===== src/rtl/count_seq_pkg.sv =====
// Shared encodings for the count sequencer: FSM states, terminal counter
// values and the direction-dependent load/terminal helpers.
package count_seq_pkg;

   typedef enum logic [1:0] {
      ST_IDLE  = 2'd0,
      ST_RUN   = 2'd1,
      ST_PAUSE = 2'd2,
      ST_DONE  = 2'd3
   } state_t;

   localparam logic [3:0] TERM_DOWN = 4'h0;
   localparam logic [3:0] TERM_UP   = 4'hF;

   // Value at which a run in the given direction has finished.
   function automatic logic [3:0] term_val(input logic up);
      return up ? TERM_UP : TERM_DOWN;
   endfunction

   // A run starts from the opposite end of the range it counts toward.
   function automatic logic [3:0] load_val(input logic up);
      return up ? TERM_DOWN : TERM_UP;
   endfunction

endpackage


===== src/rtl/count_seq_if.sv =====
// Control/status bundle between the count sequencer and the external
// 4-bit counter it drives.
interface count_seq_if;
   logic       cs_start;
   logic       cs_stop;
   logic       cs_pause;
   logic       cs_dir;
   logic [3:0] cs_count;
   logic       cs_tick;
   logic       cs_up;
   logic       cs_ld;
   logic [3:0] cs_ld_val;
   logic       cs_done;
   logic [1:0] cs_state;

   modport slave (
      input  cs_start, cs_stop, cs_pause, cs_dir, cs_count,
      output cs_tick, cs_up, cs_ld, cs_ld_val, cs_done, cs_state
   );

   modport master (
      output cs_start, cs_stop, cs_pause, cs_dir, cs_count,
      input  cs_tick, cs_up, cs_ld, cs_ld_val, cs_done, cs_state
   );
endinterface


===== src/rtl/count_seq_tick_gen.sv =====
// Prescaler: counts enabled cycles modulo DIV and emits a registered
// one-cycle tick in the cycle after each wrap.
module tick_gen #(
   parameter int unsigned DIV = 100_000_000,
   parameter int          CW  = $clog2(DIV)
) (
   input  logic clk,
   input  logic rst,
   input  logic run,
   input  logic clr,
   output logic tick
);

   localparam logic [CW-1:0] LAST = CW'(DIV - 1);

   logic [CW-1:0] cnt;

   always_ff @(posedge clk or posedge rst) begin
      if (rst) begin
         cnt  <= '0;
         tick <= 1'b0;
      end else if (clr) begin
         cnt  <= '0;
         tick <= 1'b0;
      end else begin
         tick <= 1'b0;
         if (run) begin
            if (cnt == LAST) begin
               cnt  <= '0;
               tick <= 1'b1;
            end else begin
               cnt <= cnt + CW'(1);
            end
         end
      end
   end

endmodule


===== src/rtl/count_seq.sv =====
// Run/pause/done sequencer for an external 4-bit up/down counter: latches
// direction on start, loads the counter, paces it with a prescaled tick.
module count_seq
   import count_seq_pkg::*;
#(
   parameter int unsigned DIV = 100_000_000,
   parameter int          CW  = $clog2(DIV)
) (
   input  logic        cs_clk,
   input  logic        cs_rst,
   count_seq_if.slave  bus
);

   state_t state, state_nxt;
   logic   up, up_nxt;
   logic   ld, ld_nxt;
   logic   clr;
   logic   run;
   logic   term;
   logic   tick;

   // The load cycle is excluded: the counter still holds its stale value.
   assign term = (state == ST_RUN) && !ld && (bus.cs_count == term_val(up));

   always_comb begin
      state_nxt = state;
      up_nxt    = up;
      ld_nxt    = 1'b0;
      clr       = 1'b0;
      if (bus.cs_stop) begin
         state_nxt = ST_IDLE;
         clr       = 1'b1;
      end else if (bus.cs_start) begin
         state_nxt = ST_RUN;
         up_nxt    = bus.cs_dir;
         ld_nxt    = 1'b1;
         clr       = 1'b1;
      end else begin
         case (state)
            ST_RUN: begin
               if (bus.cs_pause)
                  state_nxt = ST_PAUSE;
               else if (term)
                  state_nxt = ST_DONE;
            end
            ST_PAUSE: begin
               if (bus.cs_pause)
                  state_nxt = ST_RUN;
            end
            default: ;
         endcase
      end
   end

   // Only cycles that stay in RUN advance the prescaler, so a registered
   // tick always lands in a RUN cycle and is never lost on a pause.
   assign run = (state == ST_RUN) && (state_nxt == ST_RUN) && !clr;

   always_ff @(posedge cs_clk or posedge cs_rst) begin
      if (cs_rst) begin
         state <= ST_IDLE;
         up    <= 1'b0;
         ld    <= 1'b0;
      end else begin
         state <= state_nxt;
         up    <= up_nxt;
         ld    <= ld_nxt;
      end
   end

   tick_gen #(
      .DIV (DIV),
      .CW  (CW)
   ) u_tick_gen (
      .clk  (cs_clk),
      .rst  (cs_rst),
      .run  (run),
      .clr  (clr),
      .tick (tick)
   );

   assign bus.cs_tick   = tick;
   assign bus.cs_up     = up;
   assign bus.cs_ld     = ld;
   assign bus.cs_ld_val = load_val(up);
   assign bus.cs_done   = (state == ST_DONE);
   assign bus.cs_state  = state;

endmodule

===== src/flat_wrapper.sv =====
// flat-port wrapper written by rule: the top's interface ports become plain ports
module count_seq_flat import count_seq_pkg::*;
#(
   parameter int unsigned DIV = 100_000_000,
   parameter int          CW  = $clog2(DIV)
)
  (cs_clk, cs_rst, bus_cs_start, bus_cs_stop, bus_cs_pause, bus_cs_dir, bus_cs_count, bus_cs_tick, bus_cs_up, bus_cs_ld, bus_cs_ld_val, bus_cs_done, bus_cs_state);
  count_seq_if bus_i ();
  input  logic cs_clk;
  input  logic cs_rst;
  input wire logic [$bits(bus_i.cs_start)-1:0] bus_cs_start;
  input wire logic [$bits(bus_i.cs_stop)-1:0] bus_cs_stop;
  input wire logic [$bits(bus_i.cs_pause)-1:0] bus_cs_pause;
  input wire logic [$bits(bus_i.cs_dir)-1:0] bus_cs_dir;
  input wire logic [$bits(bus_i.cs_count)-1:0] bus_cs_count;
  output wire logic [$bits(bus_i.cs_tick)-1:0] bus_cs_tick;
  output wire logic [$bits(bus_i.cs_up)-1:0] bus_cs_up;
  output wire logic [$bits(bus_i.cs_ld)-1:0] bus_cs_ld;
  output wire logic [$bits(bus_i.cs_ld_val)-1:0] bus_cs_ld_val;
  output wire logic [$bits(bus_i.cs_done)-1:0] bus_cs_done;
  output wire logic [$bits(bus_i.cs_state)-1:0] bus_cs_state;
  assign bus_i.cs_start = bus_cs_start;
  assign bus_i.cs_stop = bus_cs_stop;
  assign bus_i.cs_pause = bus_cs_pause;
  assign bus_i.cs_dir = bus_cs_dir;
  assign bus_i.cs_count = bus_cs_count;
  assign bus_cs_tick = bus_i.cs_tick;
  assign bus_cs_up = bus_i.cs_up;
  assign bus_cs_ld = bus_i.cs_ld;
  assign bus_cs_ld_val = bus_i.cs_ld_val;
  assign bus_cs_done = bus_i.cs_done;
  assign bus_cs_state = bus_i.cs_state;
  count_seq #(.DIV(DIV), .CW(CW)) u_core (.cs_clk(cs_clk), .cs_rst(cs_rst), .bus(bus_i));
endmodule

===== config.mk =====
export PLATFORM = sky130hd
export DESIGN_NAME = count_seq_flat
export DESIGN_NICKNAME = d
export VERILOG_FILES = /design/src/rtl/count_seq_pkg.sv /design/src/rtl/count_seq_if.sv /design/src/rtl/count_seq_tick_gen.sv /design/src/rtl/count_seq.sv /design/src/flat_wrapper.sv
export SDC_FILE = /design/constraint.sdc
export NUM_CORES = 1
export LEC_CHECK = 0
export CORE_ASPECT_RATIO = 1.5
export CORE_MARGIN = 2
export CORE_UTILIZATION = 57
export CTS_CLUSTER_SIZE = 24
export DETAILED_ROUTE_END_ITERATION = 7
export MAX_ROUTING_LAYER = met4
export PLACE_DENSITY = 0.88
export SETUP_SLACK_MARGIN = 0.1
export SYNTH_ARGS = -nofsm -noshare
export SYNTH_HDL_FRONTEND = slang
export SYNTH_SLANG_ARGS = --single-unit

===== constraint.sdc =====
create_clock -name cs_clk -period 2.65 [get_ports cs_clk]
set_input_delay 0.6625 -clock cs_clk [delete_from_list [all_inputs] [get_ports cs_clk]]
set_output_delay 0.6625 -clock cs_clk [all_outputs]
set_load 0.02 [all_outputs]

# Word level (Yosys, flattened, before mapping)
# Cells that the tools add are included.
# word_totals
register_bits	32
latch_bits	0
mem_bits_rw	0
rom_bits	0
input_bits	10
out_inout_bits	10
word_cells	38
mem_count	0
# op_classes
add_sub_neg	1
multipliers	0
n_div	0
n_lt_le_gt_ge	0
n_eq_ne	6
shift	0
n_mux	17
bitwise	1
n_reduce_logical	8
# ops
op	n
$mux 27	3
$add 27x1->27 const B	1
$eq 27x27->1 const B	1
$mux 2	5
$mux 4	2
$mux 1	6
$eq 2x1->1 const B	2
$eq 2x2->1 const B	2
$eq 4x4->1	1
$logic_and 1x1->1	4
$pmux 2 s2	1
$logic_not 1->1	2
$reduce_and 2->1	1
$reduce_bool 2->1	1
$not 1->1	1

# Logic depth before layout (Yosys ltp)
# logic_depth
word_depth	13
mapped_depth	8
mapped_depth_nobuf	7

# By module
# From an unflattened synthesis, not the netlist that was laid out.
# hier_totals
hier_cells	181
hier_area_um2	1829.3
# modules_own_cells
module	instances	cells_each	area_per_inst_um2	seq_area_each_um2
tick_gen	1	147	1534.0	700.7
count_seq	1	34	295.3	100.1

# Worst setup path after synthesis
# OpenSTA, ideal clock, no wires.
# synth_timing
kind	input to register
start	input bus_cs_count[1]
end	register u_core.u_tick_gen.cnt[26]
setup_time_ps	130
arrival_time_ps	2055
t_required_ps	2520
setup_slack_ps	465
stages	7
n_path_buf	2
path_cell_list	and4b_1 a221o_1 a211o_1 buf_6 clkbuf_1 o211ai_1 o21ai_0
# synth_via
elab_chain_len	11
# synth_lines
element	line_no	text
start, declared	flat_wrapper.sv:15	input wire logic [$bits(bus_i.cs_count)-1:0] bus_cs_count;
$eq 4x4->1	count_seq.sv:23	assign term = (state == ST_RUN) && !ld && (bus.cs_count == term_val(up));
$logic_and 1x1->1	count_seq.sv:23	
$mux 2	count_seq.sv:43	else if (term)
$mux 2	count_seq.sv:41	if (bus.cs_pause)
$pmux 2 s2	count_seq.sv:39	case (state)
$mux 2	count_seq.sv:33	end else if (bus.cs_start) begin
$mux 2	count_seq.sv:30	if (bus.cs_stop) begin
$eq 2x1->1	count_seq.sv:57	assign run = (state == ST_RUN) && (state_nxt == ST_RUN) && !clr;
$logic_and 1x1->1 (2 in a row)	count_seq.sv:57	
$reduce_bool 2->1 (no source line)	--	
end signal, assigned	count_seq_tick_gen.sv:32	cnt <= cnt + CW'(1);
end, declared	count_seq_tick_gen.sv:16	logic [CW-1:0] cnt;
# Every way passes these cells.
# A chain may end at the register's enable or synchronous reset.

# Worst setup path after layout
# layout_timing
start	input bus_cs_pause
end	register u_core.u_tick_gen.cnt[15]
# layout_via
elab_chain_len	8
elab_cells_between_ends	9
cone_classes	eq/ne: 1; mux: 5; reduce/logical: 3
# layout_lines
element	line_no	text
start, declared	flat_wrapper.sv:13	input wire logic [$bits(bus_i.cs_pause)-1:0] bus_cs_pause;
$mux 2 (on tied branches)	count_seq.sv:47, count_seq.sv:41	
$pmux 2 s2 *	count_seq.sv:39	
$mux 2 *	count_seq.sv:33	
$mux 2 *	count_seq.sv:30	
$eq 2x1->1 *	count_seq.sv:57	
$logic_and 1x1->1 * (2 in a row)	count_seq.sv:57	
$reduce_bool 2->1 (no source line) *	--	
# Mark *: on every way between the ends. The rest lies on a longest branch, timed or not.

==> key figures <==
Worst setup path
  – Reg-to-reg endpoint: u_core.u_tick_gen.cnt[7]
  – Crit path arrival time: 2.74 ns
  – Crit start category: input port
  – Crit path cell chain: clkdlybuf4s50_1 -> or2_1 -> a221o_1 -> a211o_4 -> buf_6 -> or4_4 -> nand3_2
  – Critical-path top delay cell: or4_4
  – Highest net fanout along the worst path: 7
  – CP required: 2.88 ns
  – Max incr delay on CP: 0.47 ns
  – FF-to-FF path depth: 6
  – Critical path capture point type: register
  – R2R setup slack: 0.29 ns
  – Worst R2R Start: u_core.u_tick_gen.cnt[0]
  – WS Path Type: input port to register

Clock network
  – Clock Pin Slew Worst Setup and Hold Paths: 0.07 ns
  – Post-CTS setup buffers: 0
  – CTS tree: yes
  – TritonCTS Buffers: 5
  – Bufs on Longest Clock Path: 2
  – Clock sink total: 32
  – Hold Buf Count CTS: 0
  – Worst skew pair latency: 0.28 ns
  – CTS H-tree depth: 2
  – Root Driver: clkbuf_8

Global routing
  – Grt met1 use: 33.1%
  – Initial antenna violation count: 0
  – Global Route met3 Usage: 5.13%
  – Met2 Resource Use GR: 51.6%
  – Largest net degree at the start of global routing: 33
  – GR Util All Layers: 30.4%
  – Number of global-route vias before repair: 2041
  – GR Overflow Total: 0
  – First-pass GRT wire length: 9240 µm
  – Gr busiest metal: met2

Timing
  – Max frequency: 397 MHz
  – Post-route minimum period: 2.52 ns
  – Setup violations, final: 0
  – Slew Viols, Final: 0
  – Final period util: 95.0%
  – Clock Skews: 0.00203 ns
  – Final hold violations: 0
  – Least-Margin Pin Slew: 0.645 ns
  – Relative slew slack: 56.6%
  – Post-route setup slack: 0.133 ns
  – Hold WS: 0.537 ns
  – RSZ-0062 raised after global routing: false

Synth
  – Mapped Area: 2090 µm²
  – Post-synth top area share: 38.3%
  – Mean Syn Cell Area: 8.70 µm²
  – Primary FF master, synth: dfrtp_1
  – #FFs+latches synth: 32
  – Post-synth ARST share: 100%
  – Synth Warn #: 0
  – Synth area leader: dfrtp_1
  – Syn_nets: 254
  – Yosys cell types: 53
  – EDFF count, synth: 0
  – Mapped Cells: 240
  – Seq/Total Area, Yosys: 38.3%
  – Synth area leaders: dfrtp_1 (38%), nand2_1 (4.5%), a21oi_1 (4.1%), nand3_1 (3.8%), or3_1 (3.6%)

Detailed routing
  – DR vias/cell: 6.88
  – Residual DRC count: 0
  – Post-route ant nets: 0
  – Drt pass-1 iters: 5
  – Starting DRT DRC Count: 114
  – DR vias: 2146
  – Routed length per instance: 17.9 µm
  – Total Wirelength: 5590 µm

Die
  – Initial Util: 60.6%
  – Die height: 78.1 µm
  – Number of cell rows: 26
  – IO Pins: 20
  – Die X: 53.4 µm
  – Placeable Area: 3450 µm²
  – Die ar.: 4170 µm²

Layout
  – Register area: 801 µm²
  – Commonest non-fill, non-tap cell in the layout: dfrtp_1
  – Multi-input gate area: 1180 µm²
  – Area grow syn2layout: 19.2%
  – Antenna diodes: 0
  – Nets: 283
  – Layout Cell Area excl Fill: 2490 µm²
  – Most frequent cells in the layout: dfrtp_1 (32), nand2_1 (25), a21oi_1 (17), clkdlybuf4s50_1 (17)
  – Fillers: 249
  – Proportion of layout cells with a drive suffix above 1: 14.8%

Min path
  – Hold Path Origin: u_core.u_tick_gen.cnt[0]
  – Min-Delay Path Class: register to register
  – Hold depth: 1
  – Hold Crit Endpoint: u_core.u_tick_gen.cnt[0]

Run
  – # Max-Cap Violations: 0

Placement
  – Hpwl dp: 4020 µm
  – DP Area: 2370 µm²
  – GPL Wtd Cong: 0.888
  – Placement Setup Slack: -0.193 ns
  – Port bufs: 19

Pwr
  – Worst vdd ir: 0.326 mV
  – PwrDens: 411 nW/µm²
  – Leak: 0.985 nW
  – Total power: 1.02 mW

Outcome
  – Status: completed
what timing repair did:
item	CTS	global route
endpoints found under the setup margin	1	6
pin swaps	1	4
gates resized for setup	0	7
cloned	0	0
flip-flops by register name, summed over array words and instances (netlist names):
| name | cells |
|---|---|
| u_core.bus.cs_state | 2 |
| u_core.bus.cs_up | 1 |
| u_core.u_tick_gen.cnt | 27 |
| u_core.u_tick_gen.tick | 1 |
| u_core.bus.cs_ld | 1 |
critical path: cells and delay by family:
| family | cells | cell delay (ns) |
|---|---|---|
| buffers and inverters | 2 | 0.57 |
| AND/OR/NAND/NOR | 3 | 0.80 |
| AO/OA/AOI/OAI | 2 | 0.69 |
power by group:
group          internal (mW)  total (mW)  leakage [nW]  switching [mW]
Combinational         0.0566       0.129         0.491          0.0722
Sequential             0.492       0.498         0.443         0.00536
Clock                  0.207       0.397        0.0510           0.189
Total                  0.756        1.02         0.985           0.267
final cells by class:
class | instances | area share (%)
clock buffer | 6 | 3.32
clock inverter | 2 | 0.402
timing repair buffer | 35 | 12.8
sequential | 32 | 32.2
inverter | 12 | 1.81
multi-input combinational | 183 | 47.4
tap | 42 | 2.11
cell usage after synthesis (5+ instances only):
| master | count |
|---|---|
| or3_1 | 12 |
| nand2_1 | 25 |
| nand3_1 | 16 |
| a21oi_1 | 17 |
| dfrtp_1 | 32 |
| o21ai_0 | 5 |
| inv_1 | 12 |
| nor2_1 | 13 |
| nand4_1 | 11 |
| nor4_1 | 6 |
| o22ai_1 | 10 |
| clkbuf_1 | 5 |
cells by family (layout without fill, tap and decap cells):
logic type | count (synthesis) | count (layout) | synth area share [%]
AO/OA/AOI/OAI | 62 | 62 | 20.4
adder cells (fa/ha/maj) | 4 | 4 | 2.40
buffers and inverters | 25 | 55 | 6.05
flip-flops | 32 | 32 | 38.3
multiplexers | 1 | 1 | 0.539
AND/OR/NAND/NOR | 116 | 116 | 32.2
per-stage QoR:
| stage | std cells | utilization [%] | setup TNS [ns] |
|---|---|---|---|
| floorplan | 240 | - | 0 |
| global placement | 304 | 68.7 | -0.702 |
| detailed placement | 304 | 68.7 | -2.03 |
| CTS | 312 | 71.4 | 0 |
| global route | 312 | 72.2 | 0 |
| finish | 312 | 72.2 | 0 |
routing by layer:
layer | vias to the layer above | wire length (µm)
met4 | 0 | 206
met1 | 1032 | 2000
met5 | - | 0
met2 | 127 | 3000
li1 | 963 | -
met3 | 24 | 393
worst max-delay path by stage:
| stage | startpoint | to | slack (ns) | depth (start not counted) |
|---|---|---|---|---|
| global route | bus_cs_pause | u_core.u_tick_gen.cnt[15] | 0.12 | 7 |
| finish | bus_cs_pause | u_core.u_tick_gen.cnt[15] | 0.13 | 7 |
| floorplan | bus_cs_count[1] | u_core.u_tick_gen.cnt[26] | 0.46 | 7 |
| global placement | bus_cs_count[1] | u_core.u_tick_gen.cnt[15] | -0.13 | 7 |
| detailed placement | bus_cs_count[1] | u_core.u_tick_gen.cnt[15] | -0.19 | 7 |
| CTS | bus_cs_count[1] | u_core.u_tick_gen.cnt[15] | 0.13 | 7 |
No activity file was read; power rests on OpenSTA's default activity.
